<file path="config.mk">
export PLATFORM = sky130hd
export DESIGN_NAME = nibble_add_seq_flat
export DESIGN_NICKNAME = d
export VERILOG_FILES = /design/src/rtl/nibble_add_seq_if.sv /design/src/rtl/nibble_add_seq.sv /design/src/flat_wrapper.sv
export SDC_FILE = /design/constraint.sdc
export NUM_CORES = 1
export LEC_CHECK = 0
export CORE_MARGIN = 2
export CORE_UTILIZATION = 45
export CTS_CLUSTER_SIZE = 20
export DETAILED_ROUTE_END_ITERATION = 16
export GPL_TIMING_DRIVEN = 0
export PLACE_DENSITY = 0.75
export SYNTH_ARGS = -nofsm -noshare
export SYNTH_HDL_FRONTEND = slang
export SYNTH_SLANG_ARGS = --single-unit
</file>
<file path="constraint.sdc">
create_clock -name clk -period 2.2 [get_ports clk]
set_input_delay 0.22 -clock clk [delete_from_list [all_inputs] [get_ports clk]]
set_output_delay 0.22 -clock clk [all_outputs]
set_load 0.01 [all_outputs]
</file>
<file path="src/rtl/nibble_add_seq_if.sv">
// Request/result bundle for nibble_add_seq: operands and start in, busy/done/sum/cout out.
// The sub line exists only when NIBBLE_SUB_EN is defined.
interface nibble_add_seq_if;
  logic        start;
`ifdef NIBBLE_SUB_EN
  logic        sub;
`endif
  logic [15:0] a;
  logic [15:0] b;
  logic        busy;
  logic        done;
  logic [15:0] sum;
  logic        cout;

  modport master (
`ifdef NIBBLE_SUB_EN
    output sub,
`endif
    output start, a, b,
    input  busy, done, sum, cout
  );

  modport slave (
`ifdef NIBBLE_SUB_EN
    input  sub,
`endif
    input  start, a, b,
    output busy, done, sum, cout
  );
endinterface

</file>
<file path="src/rtl/nibble_add_seq.sv">
// 16-bit add (subtract with NIBBLE_SUB_EN) sequenced one nibble per cycle through an
// external 4-bit adder, carry chained between nibbles in a register.
module nibble_add_seq (
  input  logic                 clk,
  input  logic                 rst_n,
  nibble_add_seq_if.slave      bus,
  output logic [3:0]           add_a,
  output logic [3:0]           add_b,
  output logic                 add_c0,
  input  logic [3:0]           add_s,
  input  logic                 add_cout
);

  typedef enum logic [1:0] {IDLE, RUN, DONE} state_t;

  state_t      state;
  logic [1:0]  k;
  logic        carry;
  logic [15:0] a_lat;
  logic [15:0] b_lat;
  logic [15:0] sum_q;
  logic        cout_q;
  logic        busy_q;
  logic        done_q;
  logic        sub_in;
  logic        sub_lat;
  logic        accept;

`ifdef NIBBLE_SUB_EN
  assign sub_in = bus.sub;
`else
  assign sub_in  = 1'b0;
  assign sub_lat = 1'b0;
`endif

  // DONE's exit edge doubles as the IDLE sample point, giving one operation per 5 cycles.
  assign accept = bus.start && (state == IDLE || state == DONE);

  always_ff @(posedge clk) begin
    if (!rst_n) begin
      state  <= IDLE;
      k      <= '0;
      carry  <= 1'b0;
      a_lat  <= '0;
      b_lat  <= '0;
      sum_q  <= '0;
      cout_q <= 1'b0;
      busy_q <= 1'b0;
      done_q <= 1'b0;
`ifdef NIBBLE_SUB_EN
      sub_lat <= 1'b0;
`endif
    end else if (accept) begin
      state  <= RUN;
      k      <= '0;
      carry  <= sub_in;
      a_lat  <= bus.a;
      b_lat  <= bus.b;
      sum_q  <= '0;
      cout_q <= 1'b0;
      busy_q <= 1'b1;
      done_q <= 1'b0;
`ifdef NIBBLE_SUB_EN
      sub_lat <= sub_in;
`endif
    end else begin
      case (state)
        RUN: begin
          sum_q[{k, 2'b00} +: 4] <= add_s;
          carry <= add_cout;
          k     <= k + 2'd1;
          if (k == 2'd3) begin
            cout_q <= add_cout;
            done_q <= 1'b1;
            state  <= DONE;
          end
        end
        DONE: begin
          done_q <= 1'b0;
          busy_q <= 1'b0;
          state  <= IDLE;
        end
        default: begin
          done_q <= 1'b0;
        end
      endcase
    end
  end

  always_comb begin
    add_a  = '0;
    add_b  = '0;
    add_c0 = 1'b0;
    if (state == RUN) begin
      add_a  = a_lat[{k, 2'b00} +: 4];
      add_b  = b_lat[{k, 2'b00} +: 4] ^ {4{sub_lat}};
      add_c0 = carry;
    end
  end

  assign bus.busy = busy_q;
  assign bus.done = done_q;
  assign bus.sum  = sum_q;
  assign bus.cout = cout_q;

endmodule

</file>
<file path="src/flat_wrapper.sv">
// flat-port wrapper written by rule: the top's interface ports become plain ports
module nibble_add_seq_flat 
  (clk, rst_n, add_a, add_b, add_c0, add_s, add_cout, bus_start, bus_a, bus_b, bus_busy, bus_done, bus_sum, bus_cout);
  nibble_add_seq_if bus_i ();
  input  logic clk;
  input  logic rst_n;
  output logic [3:0] add_a;
  output logic [3:0] add_b;
  output logic add_c0;
  input  logic [3:0] add_s;
  input  logic add_cout;
  input wire logic [$bits(bus_i.start)-1:0] bus_start;
  input wire logic [$bits(bus_i.a)-1:0] bus_a;
  input wire logic [$bits(bus_i.b)-1:0] bus_b;
  output wire logic [$bits(bus_i.busy)-1:0] bus_busy;
  output wire logic [$bits(bus_i.done)-1:0] bus_done;
  output wire logic [$bits(bus_i.sum)-1:0] bus_sum;
  output wire logic [$bits(bus_i.cout)-1:0] bus_cout;
  assign bus_i.start = bus_start;
  assign bus_i.a = bus_a;
  assign bus_i.b = bus_b;
  assign bus_busy = bus_i.busy;
  assign bus_done = bus_i.done;
  assign bus_sum = bus_i.sum;
  assign bus_cout = bus_i.cout;
  nibble_add_seq u_core (.clk(clk), .rst_n(rst_n), .bus(bus_i), .add_a(add_a), .add_b(add_b), .add_c0(add_c0), .add_s(add_s), .add_cout(add_cout));
endmodule
</file>
==> results_dict.tcl <==
set metrics [dict create \
    status "complete, no violations" \
    grt_util_met1_pct 23.2 \
    synthArstFlopShare_pct 0 \
    rsz0062_at_grt "false" \
    fin_setup_tns_ns 0 \
    htree_num_levels 2 \
    critPathArrivalTime_ns 1.91 \
    min_period_over_period_pct 96.8 \
    synth_cell_types 29 \
    placedCellCount 418 \
    grt_util_met3_pct 3.98 \
    grtUsageTotal_pct 18.0 \
    layout_common_cells "nand2_1, clkdlybuf4s50_1, dfxtp_1" \
    grt_pass1_wl_um 8900 \
    met2_usage_pct 29.7 \
    syn_nets 330 \
    p_sw_share_pct 25.5 \
    die_x_um 79.2 \
    ys_seq_area_share_pct 44.1 \
    cts.clk_slew.worst_paths_ns 0.10 \
    busiest_layer "met2" \
    postRouteAntennaNets 0 \
    maxCapViolCount 0 \
    avgViaCountPerCell 5.06 \
    layout.cells.non_filler 427 \
    p_per_area_mw_per_mm2 574 \
    final_common_cell "nand2_1" \
    worstPathRequired_ns 1.98 \
    drt-pass1-iter-count 4 \
    ys_ff_latch 56 \
    total_power_mw 1.96 \
    maxSlewViolCount 0 \
    clockRootBuffer "clkbuf_8" \
    dieArea_sq_mm 0.00627 \
    area_delta_synth_final_pct 34.3 \
    cp-end-kind "output pin" \
    cts_buffers 5 \
    cp-start-kind "flop" \
    cts.path.max_buffers 2 \
    tightest_slew_ns 0.425 \
    ys.flop_type "dfxtp_1" \
    diodes 0 \
    cts_tree "yes" \
    finalWorstSetupSlack_ns 0.0700 \
    io_pins 68 \
    synth_warnings 0 \
    crit_type "flop to output pin" \
    cts.sinks 56 \
    port_buffers 67 \
    ir_drop_mv 0.305 \
    grt.overflow.total 0 \
    hold_violations 0 \
    synthesis.area_sq_mm 0.00254 \
    syn-instance-count 279 \
    p_seq_share_pct 55.4 \
    p_switching_mw 0.500 \
    clockPowerShare_pct 27.9 \
    hp-class "primary input to flop" \
    worst_skew_pair.late_latency_ns 0.31 \
    grt_pass1_vias 1954 \
    gp_congestion 0.820 \
    drc 0 \
    synth_area_per_cell_sq_um 9.11 \
    detail_route.wl_per_cell_um 12.8 \
    synth_edf_count 0 \
    ctsHoldBuffers 0 \
    combinationalPowerShare_pct 16.7 \
    drt-total-wl_um 5450 \
    fin_nets 405 \
    p_int_mw 1.46 \
    leakage_nw 1.28 \
    fin_skew_ns 0.00668 \
    finalCriticalPeriod_ns 2.13 \
    placementRows 27 \
    crit_fanout 5 \
    core_area_sq_mm 0.00547 \
    initial_utilization_pct 46.5 \
    dpl.hpwl_um 4050 \
    via_count 2159 \
    grt_start_max_net_pins 18 \
    slew_headroom_pct 71.6 \
    pre_cts_ws_ns -0.141 \
    antenna_found_initial 0 \
    die_h_um 79.2 \
    fmax_mhz 469 \
    setup_viol_count_final 0 \
    drive_above_1_share_pct 8.45 \
    drt_iter0_drc 73 \
]
[synth_stat cells (all sizes together), types with 4 or more instances]
library cell / instances / share of area [%]
a21boi: 33 / 9.7
a21oi: 15 / 3.0
and2: 9 / 2.2
buf: 9 / 2.0
clkbuf: 9 / 1.3
dfxtp: 56 / 44
ha: 11 / 5.4
inv: 4 / 0.59
mux4: 8 / 7.5
nand2: 84 / 12
nand4: 12 / 3.0
nor2: 8 / 1.2
[power by group through the flow]
stage	sequential (mW)	clock, mW	combinational, mW
final	1.08	0.546	0.328
after global routing	1.09	0.606	0.362
after CTS	1.08	0.559	0.331
after detailed placement	1.11	0	0.324
after global placement	1.11	0	0.319
after floorplan	1.10	0	0.183
[area by class of cell]
| cell class | count | area, sq um |
|---|---|---|
| fill | 494 | 2060 |
| timing repair buffer | 69 | 681 |
| tap | 72 | 90.1 |
| sequential | 56 | 1120 |
| clock buffer | 7 | 76.3 |
| inverter | 4 | 15.0 |
| multi-input combinational | 201 | 1320 |
| clock inverter | 1 | 8.76 |
| buffer | 17 | 96.3 |
[routing by layer]
| layer | vias to the layer above | routed length, um | part of all wire (%) |
|---|---|---|---|
| met5 | - | 0 | 0 |
| li1 | 1100 | - | - |
| met1 | 990 | 2470 | 45 |
| met3 | 11 | 286 | 5.2 |
| met4 | 0 | 107 | 2.0 |
| met2 | 58 | 2590 | 47 |
[cells by family after synthesis]
kind of cell	Yosys count	synth area share, %
AO/OA/AOI/OAI	56	15.2
XOR/XNOR	1	0.345
adder cells (fa/ha/maj)	11	5.41
buffers and inverters	22	3.94
flip-flops	56	44.1
multiplexers	11	8.76
AND/OR/NAND/NOR	122	22.3
[final timing paths]
check,startpoint,end,slack [ns],depth (start not counted)
worst max-delay path,u_core.k[0],add_a[0],0.07,3
worst min-delay path,bus_b[10],u_core.b_lat[10],0.45,3
worst max register to register,u_core.k[0],u_core.bus.sum[14],0.23,7
worst min register to register,u_core.b_lat[8],u_core.b_lat[8],0.46,2
[metrics by stage]
| stage | util (%) | instance area (sq um) | hold slack, ns |
|---|---|---|---|
| floorplan | - | 2540 | 0.355 |
| global placement | 60.4 | 3300 | 0.438 |
| detailed placement | 60.4 | 3300 | 0.443 |
| CTS | 62.3 | 3410 | 0.448 |
| global route | 62.4 | 3410 | 0.445 |
| finish | 62.4 | 3410 | 0.449 |
[sequential cells by signal (all words and copies together), names as in the netlist]
signal and cells:
u_core.state 2, u_core.b_lat 16, u_core.bus.cout 1, u_core.bus.busy 1, u_core.bus.done 1, u_core.k 2
u_core.bus.sum 16, u_core.a_lat 16, u_core.carry 1
[repair_timing]
action	CTS	global route
setup endpoints to repair	25	2
hold endpoints to repair	0	0
buffers inserted	2	0
gates resized for setup	13	2
[worst max-delay path, cell delays in order (launching register included)]
cell	delay, ns
dfxtp_4	0.42
mux4_1	0.55
and2_1	0.17
clkdlybuf4s50_1	0.47
No activity file was read; power rests on OpenSTA's default activity.
